===== config.mk =====
export PLATFORM = sky130hd
export DESIGN_NAME = sumador_bcd_display_seq
export DESIGN_NICKNAME = d
export VERILOG_FILES = /design/src/rtl/sumador_bcd_display_seq.sv
export SDC_FILE = /design/constraint.sdc
export NUM_CORES = 1
export LEC_CHECK = 0
export BUFFER_PORTS_ARGS = -buffer_cell sky130_fd_sc_hd__buf_2
export CORE_AREA = 5 5 97 99
export DETAILED_ROUTE_END_ITERATION = 8
export DIE_AREA = 0 0 102 104
export GPL_TIMING_DRIVEN = 1
export PLACE_DENSITY_LB_ADDON = 0.25
export SYNTH_ARGS = -nofsm -noshare
export SYNTH_HDL_FRONTEND = slang
export SYNTH_SLANG_ARGS = --single-unit

===== constraint.sdc =====
create_clock -name clk -period 1.8 [get_ports clk]
set_input_delay 0.18 -clock clk [delete_from_list [all_inputs] [get_ports clk]]
set_output_delay 0.18 -clock clk [all_outputs]
set_load 0.1 [all_outputs]

===== src/rtl/sumador_bcd_display_seq.sv =====
// -----------------------------------------------------------------------------
// sumador_bcd_display_seq
//
// Clocked adder with a binary-to-BCD converter and seven-segment drivers.
// On an accepted start, A and B are added into a WIDTH+1-bit sum. The sum is
// then converted to DIGITS BCD digits by a shift-add-3 (double-dabble) engine
// that handles one bit per cycle. The digits drive DIGITS registered
// active-low seven-segment outputs.
//
// Ports:
//   clk    in   system clock, rising edge
//   rst_n  in   asynchronous active-low reset (released synchronously upstream)
//   start  in   request to add A and B (ignored while busy)
//   A, B   in   WIDTH-bit operands
//   busy   out  high from the cycle after start up to and including the done cycle
//   done   out  one-cycle pulse when bcd/seg carry a new result
//   suma   out  WIDTH+1-bit registered sum of the last accepted operation
//   bcd    out  DIGITS*4-bit registered BCD result, units digit in [3:0]
//   seg    out  DIGITS*7 active-low segments, digit k in [7k+6:7k], bit0 = a
//
// Optional feature (macro LEADING_ZERO_BLANK_EN):
//   When the macro is defined, a digit k>0 is blanked when it and every higher
//   digit are zero. Digit 0 is never blanked, and bcd is not affected.
// -----------------------------------------------------------------------------
module sumador_bcd_display_seq #(
   parameter int WIDTH  = 4,
   parameter int DIGITS = 2
) (
   input  logic                  clk,
   input  logic                  rst_n,
   input  logic                  start,
   input  logic [WIDTH-1:0]      A,
   input  logic [WIDTH-1:0]      B,
   output logic                  busy,
   output logic                  done,
   output logic [WIDTH:0]        suma,
   output logic [DIGITS*4-1:0]   bcd,
   output logic [DIGITS*7-1:0]   seg
);

   localparam int SW = WIDTH + 1;          // sum width
   localparam int BW = DIGITS * 4;         // BCD scratch width
   localparam int CW = $clog2(SW + 1);     // bit counter width

   function automatic longint unsigned pow10(input int n);
      longint unsigned r;
      r = 64'd1;
      for (int i = 0; i < n; i++) r = r * 64'd10;
      return r;
   endfunction

   generate
      if (pow10(DIGITS) <= ((64'd1 << SW) - 64'd1)) begin : g_bad_digits
         $error("DIGITS too small to hold the largest WIDTH+1-bit sum");
      end
   endgenerate

   // Active-low segment pattern for one digit; codes 10-15 turn all segments off.
   function automatic logic [6:0] seg7(input logic [3:0] v);
      case (v)
         4'd0:    seg7 = 7'b1000000;
         4'd1:    seg7 = 7'b1111001;
         4'd2:    seg7 = 7'b0100100;
         4'd3:    seg7 = 7'b0110000;
         4'd4:    seg7 = 7'b0011001;
         4'd5:    seg7 = 7'b0010010;
         4'd6:    seg7 = 7'b0000010;
         4'd7:    seg7 = 7'b1111000;
         4'd8:    seg7 = 7'b0000000;
         4'd9:    seg7 = 7'b0010000;
         default: seg7 = 7'b1111111;
      endcase
   endfunction

   // Full display word for a BCD value. The same function gives the reset
   // pattern, so reset and run-time blanking can never disagree.
   function automatic logic [DIGITS*7-1:0] seg_word(input logic [BW-1:0] b);
      logic [DIGITS*7-1:0] s;
`ifdef LEADING_ZERO_BLANK_EN
      logic lead_zero;
      lead_zero = 1'b1;
`endif
      s = '0;
      for (int k = DIGITS - 1; k >= 0; k--) begin
         s[7*k +: 7] = seg7(b[4*k +: 4]);
`ifdef LEADING_ZERO_BLANK_EN
         // Scanning from the top, stay in "leading zero" mode until a nonzero digit appears.
         lead_zero = lead_zero & (b[4*k +: 4] == 4'd0);
         if (lead_zero && (k > 0)) s[7*k +: 7] = 7'b1111111;
`endif
      end
      return s;
   endfunction

   localparam logic [DIGITS*7-1:0] SEG_RST = seg_word({BW{1'b0}});

   typedef enum logic [1:0] {IDLE, SHIFT, DONE} state_t;

   state_t              state_q, state_d;
   logic [SW-1:0]       shift_q, shift_d;
   logic [BW-1:0]       scratch_q, scratch_d;
   logic [CW-1:0]       count_q, count_d;
   logic                busy_q, busy_d;
   logic                done_q, done_d;
   logic [SW-1:0]       suma_q, suma_d;
   logic [BW-1:0]       bcd_q, bcd_d;
   logic [DIGITS*7-1:0] seg_q, seg_d;

   logic [BW-1:0]       adj;
   logic [BW+SW-1:0]    pair_sh;

   // Add-3 correction: any nibble of 5 or more would pass 9 once it is doubled.
   genvar gi;
   generate
      for (gi = 0; gi < DIGITS; gi++) begin : g_adj
         assign adj[4*gi +: 4] = (scratch_q[4*gi +: 4] >= 4'd5) ?
                                 scratch_q[4*gi +: 4] + 4'd3 : scratch_q[4*gi +: 4];
      end
   endgenerate

   assign pair_sh = {adj, shift_q} << 1;

   always_comb begin
      state_d   = state_q;
      shift_d   = shift_q;
      scratch_d = scratch_q;
      count_d   = count_q;
      busy_d    = busy_q;
      done_d    = 1'b0;
      suma_d    = suma_q;
      bcd_d     = bcd_q;
      seg_d     = seg_q;
      case (state_q)
         IDLE: begin
            if (start) begin
               suma_d    = {1'b0, A} + {1'b0, B};
               shift_d   = {1'b0, A} + {1'b0, B};
               scratch_d = '0;
               count_d   = CW'(SW);
               busy_d    = 1'b1;
               state_d   = SHIFT;
            end
         end
         SHIFT: begin
            scratch_d = pair_sh[BW+SW-1 -: BW];
            shift_d   = pair_sh[SW-1:0];
            count_d   = count_q - CW'(1);
            if (count_q == CW'(1)) begin
               // The outputs are registered, so the copy into bcd/seg is done on
               // the edge that enters DONE. This way they are valid for the whole
               // done cycle.
               bcd_d   = pair_sh[BW+SW-1 -: BW];
               seg_d   = seg_word(pair_sh[BW+SW-1 -: BW]);
               done_d  = 1'b1;
               state_d = DONE;
            end
         end
         DONE: begin
            busy_d  = 1'b0;
            state_d = IDLE;
         end
         default: begin
            busy_d  = 1'b0;
            state_d = IDLE;
         end
      endcase
   end

   always_ff @(posedge clk or negedge rst_n) begin
      if (!rst_n) begin
         state_q   <= IDLE;
         shift_q   <= '0;
         scratch_q <= '0;
         count_q   <= '0;
         busy_q    <= 1'b0;
         done_q    <= 1'b0;
         suma_q    <= '0;
         bcd_q     <= '0;
         seg_q     <= SEG_RST;
      end else begin
         state_q   <= state_d;
         shift_q   <= shift_d;
         scratch_q <= scratch_d;
         count_q   <= count_d;
         busy_q    <= busy_d;
         done_q    <= done_d;
         suma_q    <= suma_d;
         bcd_q     <= bcd_d;
         seg_q     <= seg_d;
      end
   end

   assign busy = busy_q;
   assign done = done_q;
   assign suma = suma_q;
   assign bcd  = bcd_q;
   assign seg  = seg_q;

endmodule


==> results.md <==
* Final-report hold violation count at 0
* Crit path DAT at 2.16 ns
* Status: complete, but fails checks
* Register area share after synthesis at 47.6%
* Vias at 2099
* Residual DRC at 0
* Slew headroom at 61.6%
* Worst setup SP type: flip-flop
* FMAX at 509 MHz
* Via/cell ratio at 4.67
* Synth warnings at 0
* Post-route ant nets at 0
* Post-Syn Instances at 262
* Final worst setup slack at -0.165 ns
* CTS Buffer Depth at 2
* Synth cell types at 46
* Post-Layout Cell Count at 449
* Vias in the first global route at 2066
* Diodes inserted at 0
* Failing checks: setup timing
* Final RePlAce weighted congestion at 0.801
* Mean routed wirelength per cell at 13.2 um
* DRT Wirelength at 5950 um
* Layout cells sized above 1 at 41.9%
* CTS sink count at 47
* Final-stage net count at 366
* Cell Count Post-Placement at 433
* Setup TNS at -1.27 ns
* Clk_skew at 0.0103 ns
* Total gr overflow at 0
* H-tree levels at 2
* Actual slew at the worst max-slew pin at 0.576 ns
* Kind of critical path: flip-flop to flip-flop
* Number of I/O pins at 40
* Placeable core area at 8470 sq um
* Starting DRT DRC Count at 61
* RSZ-0062 raised after global routing: true
* Pre-antenna DRT Iters at 4
* Global-route wire length before repair at 9640 um
* Total GRT Usage at 11.1%
* Clk Latency, worst-skew pair at 0.30 ns
* Asr flop ratio synth at 100%
* Placement row count at 34
* PortBufs at 39
* Clk root buf: clkbuf_8
* Final setup violation count at 12
* Die height at 104 um
* Area growth syn-to-layout at 40.7%
* Crit end category: flip-flop
* CP Data Required Time at 1.99 ns
* Antenna violations before repair at 0
* Clock transition at path regs at 0.10 ns
* Largest net degree at the start of global routing at 25
* Max cap viols at 0
* Die ar. at 10600 sq um
* DPL Wire Length at 4270 um
* Die Width at 102 um
* Tmin final at 1.97 ns
* Yosys reg bits at 47
* FILL cells at 862
* Worst R2R Setup Slack at -0.17 ns
* Main synth FF type: dfrtp_1
* Number of flops mapped to enable cells by yosys at 0
* Syn Nets at 288
* TritonCTS clock tree: yes
* CP Max Fanout at 6
* Initial core utilization at 29.3%
* Worst min path class: input pin to flip-flop
* Syn avg cell area at 9.46 sq um
* Mapped Area at 2480 sq um
* CTS Buf Count at 5
* Final Cycle Share at 109%
* Final Max Slew Viols at 0
* Final Util at 41.2%
## critical path, stage by stage (launching register included)
cell and delay, ns:
dfrtp_1 0.42, inv_2 0.08, ha_4 0.16, and2b_2 0.23, o211a_1 0.30, or2_4 0.30, buf_4 0.14, a21oi_1 0.17
a21oi_2 0.07
## layout by cell type, fill, tap and decap left out, types with 3 or more instances in the layout
cell      count
inv_2         4
o21a_1        3
a21oi_2       5
dfrtp_1      44
nand3_1       3
nand2_1      41
ha_4          5
ha_1          9
nor2_2        3
o21ai_2       3
inv_1        14
o31ai_2       4
a211oi_4      3
nand2b_1      4
nor2_1       16
o21ai_0      25
buf_4        37
nor2_4        4
o21ai_1       3
a22oi_1       4
clkbuf_8      5
buf_2        39
o31ai_1       4
a21oi_1       7
## state kept, by name, summed over array words and instances (netlist names)
register and count:
shift_q 5, done 1, seg 14, count_q 3
busy 1, bcd 8, scratch_q 8, state_q 2
suma 5
## cells in the mapped netlist (2+ instances only)
master | count | share of area, %
a21oi_1 | 12 | 2.4
nor2b_1 | 2 | 0.50
o21ai_0 | 30 | 6.1
inv_1 | 17 | 2.6
nand2b_1 | 4 | 1.0
or2_2 | 2 | 0.50
o22ai_1 | 4 | 1.0
ha_1 | 14 | 7.1
nor3_1 | 2 | 0.40
a22oi_1 | 4 | 1.2
mux2_2 | 3 | 1.4
dfstp_2 | 2 | 2.1
nor2_1 | 23 | 3.5
a22o_1 | 2 | 0.71
xor2_1 | 2 | 0.71
dfrtp_1 | 45 | 45
nand2_1 | 42 | 6.4
o21a_1 | 4 | 1.2
o31ai_1 | 8 | 2.4
a31oi_1 | 2 | 0.50
a211oi_2 | 3 | 1.5
and2_1 | 2 | 0.50
nand3_1 | 3 | 0.61
a211oi_1 | 3 | 0.91
clkbuf_1 | 6 | 0.91
## final timing paths
| kind | end | start | cells past startpoint |
|---|---|---|---|
| worst max register to register | seg[0] | scratch_q[0] | 8 |
| min in group asynchronous | shift_q[2] | rst_n | 2 |
| max in group asynchronous | seg[13] | rst_n | 3 |
| worst max-delay path | seg[0] | scratch_q[0] | 8 |
| worst min register to register | seg[13] | seg[13] | 2 |
| worst min-delay path | shift_q[3] | start | 4 |
## cell families (layout without fill, tap and decap cells)
group / after synthesis / count (layout) / synth area share, %
muxes: 4 / 4 / 1.82
xor gates and xnor gates: 3 / 3 / 1.62
and+or+nand+nor: 87 / 87 / 16.2
adders and majority gates: 15 / 15 / 7.87
AOI/OAI and AO/OA: 79 / 79 / 20.5
buffers and inverters: 27 / 106 / 4.44
DFF: 47 / 47 / 47.6
## through the flow
step                      instance area (sq um)  worst slack, ns  hold WS [ns]
after floorplan                            2570           -0.115        -0.116
after global placement                     3120           -0.109         0.231
after detailed placement                   3120           -0.161         0.230
after CTS                                  3360           -0.135         0.200
after global routing                       3490           -0.265         0.206
final                                      3490           -0.165         0.205
## repair_timing
item | in CTS | in global routing
setup endpoints to repair | 15 | 19
pin swaps | 6 | 11
resized for setup | 18 | 24
buffers inserted | 2 | 7
hold endpoints to repair | 23 | 0
hold buffers | 1 | 0
## final cells by class
cell class	instances	area [sq um]	area share (%)
multi-input combinational	188	1450	41.6
tap	108	135	3.87
timing repair buffer	79	514	14.7
clock buffer	5	68.8	1.97
sequential	47	1180	33.8
clock inverter	3	67.6	1.94
inverter	19	71.3	2.04
## metal layers
metal	share of wire, %	up-vias	global-route usage [%]
met1	46	1001	14.9
li1	-	1059	-
met4	0.96	0	3.28
met5	0	-	0
met3	4.5	4	2.48
met2	49	35	17.7
Power is left out: the tool's default activity adds up to more than one toggle a clock period on the data nets, which glitch-free logic cannot reach.
